### config.mk
export PLATFORM = sky130hd
export DESIGN_NAME = lector_contador
export DESIGN_NICKNAME = d
export VERILOG_FILES = /design/src/rtl/lector_contador.sv
export SDC_FILE = /design/constraint.sdc
export NUM_CORES = 1
export LEC_CHECK = 0
export ABC_AREA = 1
export CORE_MARGIN = 8
export CORE_UTILIZATION = 45
export DETAILED_ROUTE_END_ITERATION = 16
export PLACE_DENSITY = 0.83
export SETUP_SLACK_MARGIN = 0.2
export SYNTH_ARGS = -nofsm -noshare
export SYNTH_HDL_FRONTEND = slang
export SYNTH_SLANG_ARGS = --single-unit
### constraint.sdc
create_clock -name clk -period 3.5 [get_ports clk]
set_input_delay 0.7 -clock clk [delete_from_list [all_inputs] [get_ports clk]]
set_output_delay 0.7 -clock clk [all_outputs]
set_load 0.02 [all_outputs]
### src/rtl/lector_contador.sv
// Polls NUM_CH change counters in turn and emits each captured count as a one-beat result.
// Latency: 2 cycles per answering channel; start-to-done is 2*NUM_CH+1 cycles with immediate answers.
// No backpressure: result beats are pulses, and a silent channel is abandoned after TIMEOUT wait cycles.
module lector_contador #(
  parameter int BUFFER_DEPTH = 8,
  parameter int NUM_CH       = 4,
  parameter int CH_WIDTH     = 2,
  parameter int TIMEOUT      = 7
) (
  input  logic                           clk,
  input  logic                           reset,
  input  logic                           start,
  output logic                           req,
  output logic [NUM_CH-1:0]              idx,
  input  logic [NUM_CH-1:0]              valid_cont,
  input  logic [NUM_CH*BUFFER_DEPTH-1:0] data_cont,
  output logic                           result_valid,
  output logic [BUFFER_DEPTH-1:0]        result_data,
  output logic [CH_WIDTH-1:0]            result_ch,
  output logic                           busy,
  output logic                           done,
  output logic [NUM_CH-1:0]              timeout_err
);

  typedef enum logic [1:0] {
    IDLE = 2'd0,
    REQ  = 2'd1,
    WAIT = 2'd2
  } state_t;

  localparam logic [CH_WIDTH-1:0] LAST_CH   = CH_WIDTH'(NUM_CH - 1);
  localparam logic [7:0]          WAIT_LAST = 8'(TIMEOUT - 1);

  state_t                  state_q, state_d;
  logic [CH_WIDTH-1:0]     ch_q, ch_d;
  logic [7:0]              wcnt_q, wcnt_d;
  logic                    advance;

  logic                    req_d;
  logic [NUM_CH-1:0]       idx_d;
  logic                    result_valid_d;
  logic [BUFFER_DEPTH-1:0] result_data_d;
  logic [CH_WIDTH-1:0]     result_ch_d;
  logic                    busy_d;
  logic                    done_d;
  logic [NUM_CH-1:0]       timeout_err_d;

  // Next-state and next-output logic; outputs are derived from the next state so they can be registered.
  always_comb begin
    state_d        = state_q;
    ch_d           = ch_q;
    wcnt_d         = wcnt_q;
    advance        = 1'b0;
    result_valid_d = 1'b0;
    result_data_d  = result_data;
    result_ch_d    = result_ch;
    done_d         = 1'b0;
    timeout_err_d  = timeout_err;

    case (state_q)
      IDLE: begin
        if (start) begin
          state_d       = REQ;
          ch_d          = '0;
          timeout_err_d = '0;
        end
      end
      REQ: begin
        state_d = WAIT;
        wcnt_d  = '0;
      end
      WAIT: begin
        // The counter refreshes its data on the edge that saw req, so the first WAIT cycle is already fresh.
        if (valid_cont[ch_q]) begin
          result_valid_d = 1'b1;
          result_data_d  = data_cont[int'(ch_q)*BUFFER_DEPTH +: BUFFER_DEPTH];
          result_ch_d    = ch_q;
          advance        = 1'b1;
        end else if (wcnt_q == WAIT_LAST) begin
          timeout_err_d[ch_q] = 1'b1;
          advance             = 1'b1;
        end else begin
          wcnt_d = wcnt_q + 8'd1;
        end
      end
      default: begin
        state_d = IDLE;
      end
    endcase

    if (advance) begin
      if (ch_q == LAST_CH) begin
        state_d = IDLE;
        done_d  = 1'b1;
      end else begin
        ch_d    = ch_q + 1'b1;
        state_d = REQ;
      end
    end

    req_d  = (state_d == REQ);
    idx_d  = req_d ? (NUM_CH'(1) << ch_d) : '0;
    busy_d = (state_d != IDLE);
  end

  // State register; reset wins over everything, including a sweep in flight.
  always_ff @(posedge clk) begin
    if (reset) begin
      state_q <= IDLE;
      ch_q    <= '0;
      wcnt_q  <= '0;
    end else begin
      state_q <= state_d;
      ch_q    <= ch_d;
      wcnt_q  <= wcnt_d;
    end
  end

  // Registered outputs.
  always_ff @(posedge clk) begin
    if (reset) begin
      req          <= 1'b0;
      idx          <= '0;
      result_valid <= 1'b0;
      result_data  <= '0;
      result_ch    <= '0;
      busy         <= 1'b0;
      done         <= 1'b0;
      timeout_err  <= '0;
    end else begin
      req          <= req_d;
      idx          <= idx_d;
      result_valid <= result_valid_d;
      result_data  <= result_data_d;
      result_ch    <= result_ch_d;
      busy         <= busy_d;
      done         <= done_d;
      timeout_err  <= timeout_err_d;
    end
  end

endmodule

; ---- Word-level counts from Yosys, hierarchy flattened
; Index checks and enable logic that the tools add are counted.
[op_classes]
n_reduce_logical = 11
n_bitwise = 4
shifts = 2
n_lt_le_gt_ge = 2
muxes = 24
addsub = 2
eq_ne = 9
[op_table]
columns = op, count
row1 = $shiftx 32x6->8, 1
row2 = $mux 8, 2
row3 = $pmux 8 s2, 1
row4 = $mux 2, 6
row5 = $mux 4, 3
row6 = $add 8x1->8 const B, 1
row7 = $eq 8x3->1 const B, 1
row8 = $mux 1, 8
row9 = $ne 2x2->1 const B, 4
row10 = $pmux 4 s2, 1
row11 = $pmux 2 s3, 1
row12 = $reduce_bool 2->1, 3
row13 = $reduce_or 2->1, 3
row14 = $eq 2x1->1 const B, 2
row15 = $eq 2x2->1 const B, 2
row16 = $or 4x4->4, 1
row17 = $reduce_and 4->1, 1
row18 = $shl 1x2->4 const A, 1
row19 = $lt 2x3->1 const B, 1
row20 = $not 1->1, 3
row21 = $reduce_and 3->1, 1
row22 = $add 2x1->2 const B, 1
row23 = $bmux 1 s2, 1
row24 = $demux 1 s2, 1
row25 = other kinds (4), 4
[word_totals]
word_cells = 65
inputBits = 39
regBits = 34

; ---- Logic depth before layout (Yosys ltp)
; Gate-level depths: netlist (run 1).
[depth]
depth_word = 8
mapped_depth = 11
depth_no_buf = 11

; ---- Worst setup path before layout (run 1)
; Ideal clock, no wire load.
[synth_path]
path_kind = reg-to-reg
start = reg ch_q[0]
end = reg idx[2]
setup_slack_ns = 1.927
setup_time_ns = 0.073
path_stages_with_launch = 11
arrival_time_ns = 1.500
required_ns = 3.427
path_cell_list = dfxtp_1 > inv_1 > buf_2 > buf_2 > ha_1 > nand2_1 > o21ai_0 > nand2_2 > nand2_4 > inv_2 > nor3_2
[synth_between]
elab_chain_cells = 8
elab_cells_between_ends = 16
[synth_lines]
columns = item, line
row1 = "start, declared", 35  ; logic [CH_WIDTH-1:0] ch_q, ch_d;
row2 = "start signal, assigned", 114  ; ch_q <= ch_d;
row3 = $bmux 1 s2, 74  ; if (valid_cont[ch_q]) begin
row4 = $mux 1 (implied by the code), 74
row5 = $mux 1, 74
row6 = $mux 1, 60  ; case (state_q)
row7 = $mux 2, 91  ; if (advance) begin
row8 = $eq 2x1->1, 101  ; req_d = (state_d == REQ);
row9 = $not 1->1 (no source line), -
row10 = $reduce_or 2->1 (no source line), -
row11 = "end signal, assigned", 132  ; idx <= idx_d;
row12 = "end, declared", 14  ; output logic [NUM_CH-1:0] idx,
; Several ways; a longest one is shown, not always the timed one. The select of a mux whose other input is x is not followed.
; A chain may end at the register's enable or synchronous reset.

; ---- Final worst setup path (run 1)
[layout_path]
start = reg ch_q[0]
end = reg result_data[3]
[layout_between]
elab_chain_cells = 3
elab_cells_between_ends = 4
[layout_lines]
columns = item, line
row1 = branches (longest 3 deep; another with $shiftx 32x6->8), -
row2 = "end signal, assigned", 134  ; result_data <= result_data_d;
row3 = "end, declared", 18  ; output logic [BUFFER_DEPTH-1:0] result_data,
; Several ways; the timed one is not identified. The select of a mux whose other input is x is not followed.

==> results of run 1 <==
synthesized netlist by cell type (2+ instances only):
master / instances / area share [%]
o22ai_1: 8 / 2.6
xor2_1: 3 / 1.4
inv_2: 3 / 0.59
buf_6: 3 / 1.8
inv_1: 15 / 3.0
o21ai_0: 31 / 8.1
nand3_4: 3 / 2.8
a21oi_1: 14 / 3.7
nand2_2: 8 / 2.6
nor2_4: 2 / 1.2
ha_1: 10 / 6.6
nor2_1: 50 / 9.8
nand2_4: 3 / 1.8
nand2_1: 34 / 6.7
nor3_1: 3 / 0.79
buf_2: 4 / 1.1
dfxtp_1: 34 / 36
nand3_1: 6 / 1.6
xnor2_1: 2 / 0.92
nand3_2: 2 / 1.1
nor3_2: 4 / 2.1
clkbuf_1: 3 / 0.59
worst max-delay path, delay by kind of cell, from the launching register on:
family,cells,cell delay (ps)
buffers and inverters,3,1010
and+or+nand+nor,4,600
AOI/OAI and AO/OA,1,170
DFF,1,300
metrics by stage:
step / hold slack, ps / util, % / setup WS (ps) / cell area, sq um / power, uW
final: 473.4 / 65.31 / 1342 / 2631 / 1587
after global routing: 483.9 / 65.31 / 1154 / 2631 / 1685
after CTS: 472.1 / 65.31 / 1341 / 2631 / 1600
after detailed placement: 454.6 / 61.89 / 1199 / 2494 / 1169
after global placement: 464.7 / 61.89 / 1254 / 2494 / 1155
after floorplan: 457.1 / - / 1927 / 1906 / 962.6
worst min path at each step:
| stage | endpoint | from |
|---|---|---|
| finish | timeout_err[1]$_SDFFE_PP0P_ | timeout_err[1]$_SDFFE_PP0P_ |
| global placement | timeout_err[1]$_SDFFE_PP0P_ | timeout_err[1]$_SDFFE_PP0P_ |
| CTS | timeout_err[1]$_SDFFE_PP0P_ | timeout_err[1]$_SDFFE_PP0P_ |
| floorplan | wcnt_q[7]$_SDFFE_PP0P_ | wcnt_q[7]$_SDFFE_PP0P_ |
| detailed placement | timeout_err[1]$_SDFFE_PP0P_ | timeout_err[1]$_SDFFE_PP0P_ |
| global route | timeout_err[1]$_SDFFE_PP0P_ | timeout_err[1]$_SDFFE_PP0P_ |
cell usage in the layout, fill, tap and decap left out, drive strengths merged:
cell and count:
a21oi 14, bufinv 2, clkinv 1, nor2 53, ha 10, nand2 45, xnor2 2, inv 19
xor2 3, dfxtp 34, nor3 8, o21ai 32, clkbuf 5, o22ai 8, buf 1, nand3b 1
nand4 1, nand3 11, clkdlybuf4s50 60
area by class of cell:
| type | instances | area, sq um |
|---|---|---|
| tap | 50 | 62.56 |
| sequential | 34 | 680.7 |
| clock buffer | 5 | 68.82 |
| clock inverter | 3 | 68.82 |
| inverter | 19 | 73.82 |
| fill | 327 | 1398 |
| multi-input combinational | 188 | 1069 |
| timing repair buffer | 61 | 608.1 |
power by group through the flow:
stage               registers, uW  logic (uW)  clock network [uW]
floorplan                     542         420                   0
global placement              489         666                   0
detailed placement            491         678                   0
CTS                           483         681                 436
global route                  492         744                 449
finish                        483         679                 425
state kept, by name (all words and copies together), names as in the netlist, 2 cells and up:
name and cells:
result_ch 2, timeout_err 4, ch_q 2, idx 4, result_data 8, wcnt_q 8
state_q 2
routing by layer:
layer,share of wire (%),GRT usage (%),vias to the layer above,wire length [um]
met5,0,0,-,0
met3,7.1,4.305,7,361
met4,1.8,6.071,0,94
met1,43,18.14,826,2213
met2,48,28.15,58,2439
li1,-,-,934,-
cell families (layout without fill, tap and decap cells):
group                      count (synthesis)  after routing  share of synthesized area (%)
DFF                                       34             34                          35.72
buffers and inverters                     31             88                          8.207
xor gates and xnor gates                   5              5                          2.299
AOI/OAI and AO/OA                         54             54                          14.91
adders and majority gates                 10             10                          6.566
and+or+nand+nor                          119            119                          32.31
==> summary.txt, run 1 <==
Outcome
  • Status: complete, no violations

Logic synthesis
  • Register area share after synthesis: between 30% and 40%
  • Asr flop ratio synth: 0%
  • Synth Register Bits: 34
  • Mapped cell area: 1906 sq um
  • Ys Warns: 0
  • Dominant synthesized flop cell: dfxtp_1
  • EDFF count, synth: 0
  • Cell variety after synth: 30
  • Synth Area per Inst: around 7.5 sq um
  • Post-Synthesis Cells: around 250
  • Syn Nets: approximately 300

Routing
  • Post-DRT Antenna Nets: 0
  • Vias: ~1800
  • Final WL: 5.108 mm
  • Iter 0 DRT Violations: 134
  • Wire per inst: between 10 and 15 um
  • Initial DRT Pass Iterations: 4
  • Residual DRC: 0
  • DR vias/cell: 5.069

STA
  • Worst Tran Pin Value: 638.8 ps
  • Final setup violation count: 0
  • Layout Skew: about 8.1 ps
  • Final-report hold violation count: 0
  • Final Max Slew Viols: 0
  • Setup TNS: 0 ps
  • Unrepaired setup endpoints after global routing: false
  • Crit share post-route: roughly three fifths
  • Slew headroom: 57.36%
  • Min cycle time layout: 2158 ps
  • F_max: about 0.46 GHz

Power
  • Internal Power: between 900 and 1000 uW
  • Switching share of total power: 37.44%
  • Maximum VDD drop: roughly 0.34 mV
  • Gate power share: a little over two fifths
  • Leak: 0.001050 uW
  • Seq pwr share: around 30%
  • Pwr Density: ~600 nW/um^2
  • Clock power share: roughly 27%
  • P_sw: 594.3 uW

Clocking
  • Clock sinks: 34
  • Maximum clock insertion buffer count: 2
  • Setup Fix Bufs, Post-CTS: 0
  • CTS tree: yes
  • CTS resizes: 0
  • CTS Buf Count: 5
  • CTS HTree Levels: 2
  • Reg clk slew, reported paths: ~70 ps
  • Clk_lat worst skew: 280 ps
  • CTS root buf: clkbuf_8
  • Post-cts hold buffer count: 0

Global routing
  • Initial antenna violation count: 0
  • Vias in the first global route: roughly 1800
  • Largest net degree at the start of global routing: 23
  • GR Util All Layers: 16.05%
  • Global-route wire length before repair: between 8 and 9 mm
  • Gr ovfl total: 0

Critical path
  • FF-to-FF End: result_data[3]$_SDFFE_PP0P_
  • CP startpoint kind: register
  • Slowest cell on the critical path: inv_1
  • WS Path Type: register to register
  • Top cell by count, worst path: inv_1
  • Crit path capture type: register
  • CP required: 3720 ps
  • Data arrival, critical path: 2370 ps
  • Worst-path cell chain: buf_4 -> inv_1 -> nand2_1 -> nand3_2 -> nand3_4 -> inv_1 -> o21ai_0 -> nor2_1
  • R2R depth: 8
  • Worst setup path startpoint: ch_q[0]$_SDFF_PP0_
  • Critical path endpoint: result_data[3]$_SDFFE_PP0P_
  • Max stage delay on crit path: ~500 ps
  • CP max FO: 22
  • R2R setup slack: 1340 ps
  • Reg-to-reg startpoint: ch_q[0]$_SDFF_PP0_

Placed design
  • Buffers on Ports: 60
  • HPWL Detailed: 3.813 mm
  • Cells after DPL: 352
  • Routability Congestion: 0.8984

Floorplanning
  • Die ar.: 6573 sq um
  • I/O pin total: 61
  • Chip width: approximately 81 um
  • Core area: 4029 sq um
  • Row count: 23
  • Die Ht: ~81 um
  • Initial Util: a little under half

Final layout
  • Fin nets: 358
  • Share of layout cells above drive strength 1: roughly an eighth
  • Fin cells: 360
  • Diode count: 0
  • Area growth, synth to finish: 38.08%

Min path
  • Hold path depth: 2
  • Worst min-delay path class: register to register

Flow run
  • Max Cap Viol: 0
(Power assumes the default switching activity.)
==> run 2: changes to the inputs <==
- CORE_UTILIZATION: 45 -> 42
- PLACE_DENSITY: 0.83 -> 0.82
- clock period: 3.5 -> 1.8 ns (I/O delays scaled with it)
==> summary.txt, run 2 (same netlist as run 1, synthesis figures left out) <==
STA
  • F_max: between 0.6 and 0.7 GHz
  • Worst Tran Pin Value: 444.2 ps (-194.6 ps)
  • Min cycle time layout: about 1600 ps
  • Crit share post-route: around 87%
  • Layout Skew: 3.951 ps (-4.188 ps)
  • Final setup violation count: 0 (unchanged)
  • Slew headroom: 70.07% (+13 points)
  • Final-report hold violation count: 0 (unchanged)
  • Unrepaired setup endpoints after global routing: true
  • Final Max Slew Viols: 0 (unchanged)
  • Setup ws final: 239.1 ps (-1103 ps)

Final layout
  • FILL cells: 384 (+17%)
  • Most frequent cells in the layout: 50 x nor2_1, 43 x clkdlybuf4s50_1, 34 x nand2_1
  • Share of layout cells above drive strength 1: 17.19% (+4.9 points)
  • Area growth, synth to finish: 42.28%
  • Commonest non-fill, non-tap cell in the layout: nor2_1
  • Final core utilization: 62.27% (-3.0 points)
  • Fin nets: 368 (+2.8%)
  • Largest registers: result_data: 8 flops, wcnt_q: 8 flops
  • Diode count: 0 (unchanged)

Clocking
  • Reg clk slew, reported paths: 60 ps (about the same)
  • CTS Buf Count: 5 (unchanged)
  • CTS HTree Levels: 2 (unchanged)
  • CTS tree: yes
  • CTS root buf: clkbuf_8
  • Clk_lat worst skew: 280 ps (about the same)
  • Post-cts hold buffer count: 0 (unchanged)
  • Maximum clock insertion buffer count: 2 (unchanged)
  • Clock sinks: 34 (unchanged)

Floorplanning
  • Initial Util: 43.76% (-3.5 points)
  • I/O pin total: 61 (unchanged)
  • Die Ht: 83.36 um (+2.8%)
  • Row count: 24 (+4.3%)
  • Chip width: 83.36 um (+2.8%)
  • Die ar.: 6948 sq um (+5.7%)
  • Core area: 4354 sq um (+8.1%)

Power
  • Clock power share: 19.4% (-7.4 points)
  • Seq pwr share: 32.7% (+2.3 points)
  • Pwr Density: 1070 nW/um^2 (+77%)
  • Leak: 0.001333 uW (+27%)
  • P_sw: 1166 uW (+96%)
  • Gate power share: 47.9% (+5.1 points)
  • Internal Power: 1735 uW (+75%)
  • Maximum VDD drop: 0.8589 mV (+150%)
  • Switching share of total power: 40.20% (+2.8 points)

Outcome
  • Status: complete, no violations

Routing
  • Residual DRC: 0 (unchanged)
  • Final WL: 5.149 mm (+0.80%)
  • Iter 0 DRT Violations: 82 (-39%)
  • Wire per inst: 13.84 um (-2.4%)
  • Initial DRT Pass Iterations: 4 (unchanged)
  • Vias: 1873 (+2.6%)
  • DR vias/cell: 5.035 (-0.68%)
  • Post-DRT Antenna Nets: 0 (unchanged)

Placed design
  • HPWL Detailed: 4.177 mm (+9.5%)
  • Buffers on Ports: 60 (unchanged)
  • Routability Congestion: 0.8177 (-9.0%)
  • Dpl ws: -2.938 ps (-1202 ps)

Critical path
  • CP startpoint kind: register
  • Cell family with the largest share of critical-path delay: buffers and inverters
  • R2R depth: 9 (+1)
  • Crit. path cell count: 1 (-7)
  • Data arrival, critical path: 1200 ps (-1170 ps)
  • Crit path capture type: output port
  • Buf/Inv on CP: 1 (-2)
  • CP max FO: 1 (-95%)
  • Max stage delay on crit path: 600 ps (+110 ps)
  • Slowest cell on the critical path: clkdlybuf4s50_1
  • Worst-path cell chain: clkdlybuf4s50_1
  • CP required: 1440 ps (-2280 ps)
  • WS Path Type: register to output port

Min path
  • Hold path depth: 1 (-1)
  • Worst min-delay path class: register to register

Global routing
  • Largest net degree at the start of global routing: 17 (-26%)
  • Vias in the first global route: 1784 (+0.85%)
  • Global-route wire length before repair: 8.542 mm (+1.9%)
  • Initial antenna violation count: 0 (unchanged)
  • Gr ovfl total: 0 (unchanged)
  • GR Util All Layers: 14.99% (-1.1 points)

Flow run
  • Max Cap Viol: 0 (unchanged)
## run 2: changes by cell type in the layout (fill, tap and decap cells not counted), sizes merged
cell | previous run | this run
clkdlybuf4s50 | 60 | 43
dlymetal6s2s | 0 | 13
buf | 1 | 11
dlygate4sd2 | 0 | 4
bufinv | 2 | 0
clkbuf | 5 | 7
## run 2: per-layer routing
| metal | up-vias | routed length (um) | track usage, % |
|---|---|---|---|
| li1 | 956 | - | - |
| met5 | - | 0 | 0 |
| met2 | 55 | 2487 | 24.54 |
| met4 | 0 | 87 | 6.550 |
| met3 | 9 | 230 | 3.516 |
| met1 | 853 | 2343 | 18.14 |
## run 2: final cells by class
type                            count  area [sq um]  area share [%]
Multi-Input combinational cell    188          1081           39.87
Timing Repair Buffer               71         710.7           26.21
Sequential cell                    34         689.4           25.43
Clock buffer                        7         86.33           3.184
Inverter                           19         73.82           2.723
Tap cell                           52         65.06           2.400
Clock inverter                      1         5.005          0.1846
## run 2: path summary, 6_finish.rpt
kind / slack, ps / startpoint / end
max: 240 / busy$_SDFF_PP0_ / busy
min reg2reg: 460 / wcnt_q[0]$_SDFFE_PP0P_ / wcnt_q[0]$_SDFFE_PP0P_
min: 460 / wcnt_q[0]$_SDFFE_PP0P_ / wcnt_q[0]$_SDFFE_PP0P_
max reg2reg: 300 / state_q[0]$_SDFF_PP0_ / wcnt_q[1]$_SDFFE_PP0P_
## run 2: metrics by stage
stage	total power, uW	setup TNS [ps]	cell area (sq um)	hold slack [ps]	std cells
after floorplan	1872	0	1906	429.1	253
after global placement	2302	0	2571	457.2	364
after detailed placement	2341	-2.938	2571	456.1	364
after CTS	2909	0	2661	471.5	372
after global routing	3118	0	2711	481.8	372
final	2902	0	2711	457.0	372
## run 2: timing repair
action,in CTS,in global routing
resized for setup,7,22
setup buffers,0,0
pin swaps,0,2
cloned,0,0
endpoints found under the setup margin,22,34
## run 2: power by group through the flow
stage | Clock (uW) | Sequential, uW | Combinational, uW
after CTS | 585 | 942 | 1380
after detailed placement | 0 | 958 | 1380
after global placement | 0 | 953 | 1350
after global routing | 619 | 964 | 1530
final | 563 | 950 | 1390
after floorplan | 0 | 1050 | 817
==> run 3: changes to the inputs <==
- CORE_MARGIN: 8 -> 5
==> summary.txt, run 3 (same netlist as run 1, synthesis figures left out) <==
Clocking
  • Post-cts hold buffer count: 0 (unchanged)
  • CTS HTree Levels: 2 (unchanged)
  • Maximum clock insertion buffer count: 2 (unchanged)
  • CTS tree: yes
  • Clk_lat worst skew: 290 ps (about the same)
  • CTS root buf: clkbuf_8
  • CTS Buf Count: 5 (unchanged)
  • Reg clk slew, reported paths: 70 ps (about the same)
  • Clock sinks: 34 (unchanged)

Routing
  • Wire per inst: 14.39 um (+4.0%)
  • Initial DRT Pass Iterations: 4 (unchanged)
  • Vias: 1928 (+2.9%)
  • Final WL: 5.484 mm (+6.5%)
  • DR vias/cell: 5.060 (+0.50%)
  • Post-DRT Antenna Nets: 0 (unchanged)
  • Iter 0 DRT Violations: 96 (+17%)
  • Residual DRC: 0 (unchanged)

Critical path
  • Crit path capture type: register
  • CP required: 1960 ps (+520 ps)
  • CP startpoint kind: register
  • Data arrival, critical path: 1760 ps (+560 ps)
  • CP max FO: 12 (+11)
  • WS Path Type: register to register

Global routing
  • Vias in the first global route: 1783 (-0.056%)
  • GR Util All Layers: 16.46% (+1.5 points)
  • Met1 Use GR: 18.92% (+0.78 points)
  • Global-route wire length before repair: 8.183 mm (-4.2%)
  • Gr ovfl total: 0 (unchanged)
  • Met3 Use GR: 4.745% (+1.2 points)
  • Largest net degree at the start of global routing: 22 (+5)
  • Met2 usage: 29.21% (+4.7 points)
  • Busiest grt layer: met2
  • Initial antenna violation count: 0 (unchanged)

Floorplanning
  • I/O pin total: 61 (unchanged)
  • Die ar.: 5984 sq um (-14%)
  • Chip width: 77.36 um (-7.2%)
  • Core area: 4384 sq um (+0.69%)
  • Initial Util: 43.46% (-0.30 points)
  • Die Ht: 77.36 um (-7.2%)
  • Row count: 24 (unchanged)

STA
  • Min cycle time layout: 1596 ps (+35.06 ps)
  • Slew headroom: 78.43% (+8.4 points)
  • Setup TNS: 0 ps (unchanged)
  • Worst Tran Pin Value: 323.2 ps (-121.1 ps)
  • Crit share post-route: 88.66% (+1.9 points)
  • Final-report hold violation count: 0 (unchanged)
  • Final setup violation count: 0 (unchanged)
  • Final Max Slew Viols: 0 (unchanged)
  • Setup ws final: 204.1 ps (-35.06 ps)
  • Unrepaired setup endpoints after global routing: true
  • Layout Skew: 3.169 ps (-0.7819 ps)
  • F_max: 0.6266 GHz (-2.2%)

Final layout
  • Diode count: 0 (unchanged)
  • Final core utilization: 65.92% (+3.7 points)
  • Commonest non-fill, non-tap cell in the layout: nor2_1
  • Most frequent cells in the layout: 50 x nor2_1, 43 x clkdlybuf4s50_1, 32 x nand2_1
  • Largest registers: result_data: 8 flops, wcnt_q: 8 flops
  • Fin nets: 377 (+2.4%)
  • Area growth, synth to finish: 51.67%
  • Share of layout cells above drive strength 1: 23.10% (+5.9 points)

Min path
  • Worst min-delay path class: register to register

Power
  • Maximum VDD drop: 0.6334 mV (-26%)
  • Leak: 0.001386 uW (+4.0%)
  • Pwr Density: 1109 nW/um^2 (+3.6%)
  • Pwr Total: 3206 uW (+10%)

Flow run
  • Max Cap Viol: 0 (unchanged)

Outcome
  • Status: complete, no violations

Placed design
  • HPWL Detailed: 3.820 mm (-8.5%)
  • Routability Congestion: 0.8195 (+0.22%)
  • Dpl ws: 6.193 ps (+9.131 ps)
  • Buffers on Ports: 60 (unchanged)
## run 3: cell types whose count changed in the layout (fill, tap and decap cells not counted), moves of 3 or more
cell,before,now
dfxtp_2,4,1
buf_4,11,17
dfxtp_4,1,5
inv_1,13,8
## run 3: per-stage QoR
| step | instance area (sq um) | instances | hold WS (ps) |
|---|---|---|---|
| 2_1_floorplan | 1906 | 253 | 429.1 |
| 3_3_place_gp | 2564 | 363 | 447.6 |
| 3_5_place_dp | 2564 | 363 | 471.1 |
| 4_1_cts | 2668 | 371 | 490.0 |
| 5_1_grt | 2890 | 381 | 516.6 |
| 6_report | 2890 | 381 | 484.9 |
## run 3: layer usage
layer / routed length (um) / part of all wire [%] / up-vias
met5: 0 / 0 / -
met3: 247 / 4.5 / 11
met1: 2265 / 41 / 896
li1: - / - / 974
met4: 85 / 1.5 / 0
met2: 2886 / 53 / 47
## run 3: critical path, cell delays in order, from the launching register on
cell and delay, ps:
dfxtp_4 370, inv_4 50, ha_4 190, buf_12 130, nand3_4 130, clkinvlp_4 230
o21ai_0 270, a21oi_1 100
## run 3: final timing paths
check	cells past startpoint	slack, ps	from	endpoint
worst min register to register	2	480	timeout_err[0]$_SDFFE_PP0P_	timeout_err[0]$_SDFFE_PP0P_
worst max register to register	7	200	state_q[0]$_SDFF_PP0_	result_ch[0]$_SDFFE_PP0P_
worst max-delay path	7	200	state_q[0]$_SDFF_PP0_	result_ch[0]$_SDFFE_PP0P_
worst min-delay path	2	480	timeout_err[0]$_SDFFE_PP0P_	timeout_err[0]$_SDFFE_PP0P_
## run 3: repair_timing
action                                  4_1_cts  5_1_grt
buffers inserted                              0        9
endpoints found under the setup margin       21       39
resized for setup                             5       47
pin swaps                                     0       12
gates cloned                                  0        1
## run 3: report_power, final
part | leakage (uW) | internal [uW] | total [uW] | switching, uW
combinational | 0.00106 | 716 | 1660 | 940
clock | 0.0000472 | 307 | 577 | 271
sequential | 0.000280 | 892 | 971 | 79.8
total | 0.00139 | 1910 | 3210 | 1290
## run 3: final cells by class
cell class | count | area [sq um]
Fill cell | 343 | 1494
Clock inverter | 2 | 12.51
Timing Repair Buffer | 80 | 819.5
Inverter | 19 | 82.58
Multi-Input combinational cell | 188 | 1127
Sequential cell | 34 | 700.7
Clock buffer | 6 | 82.58
Tap cell | 52 | 65.06
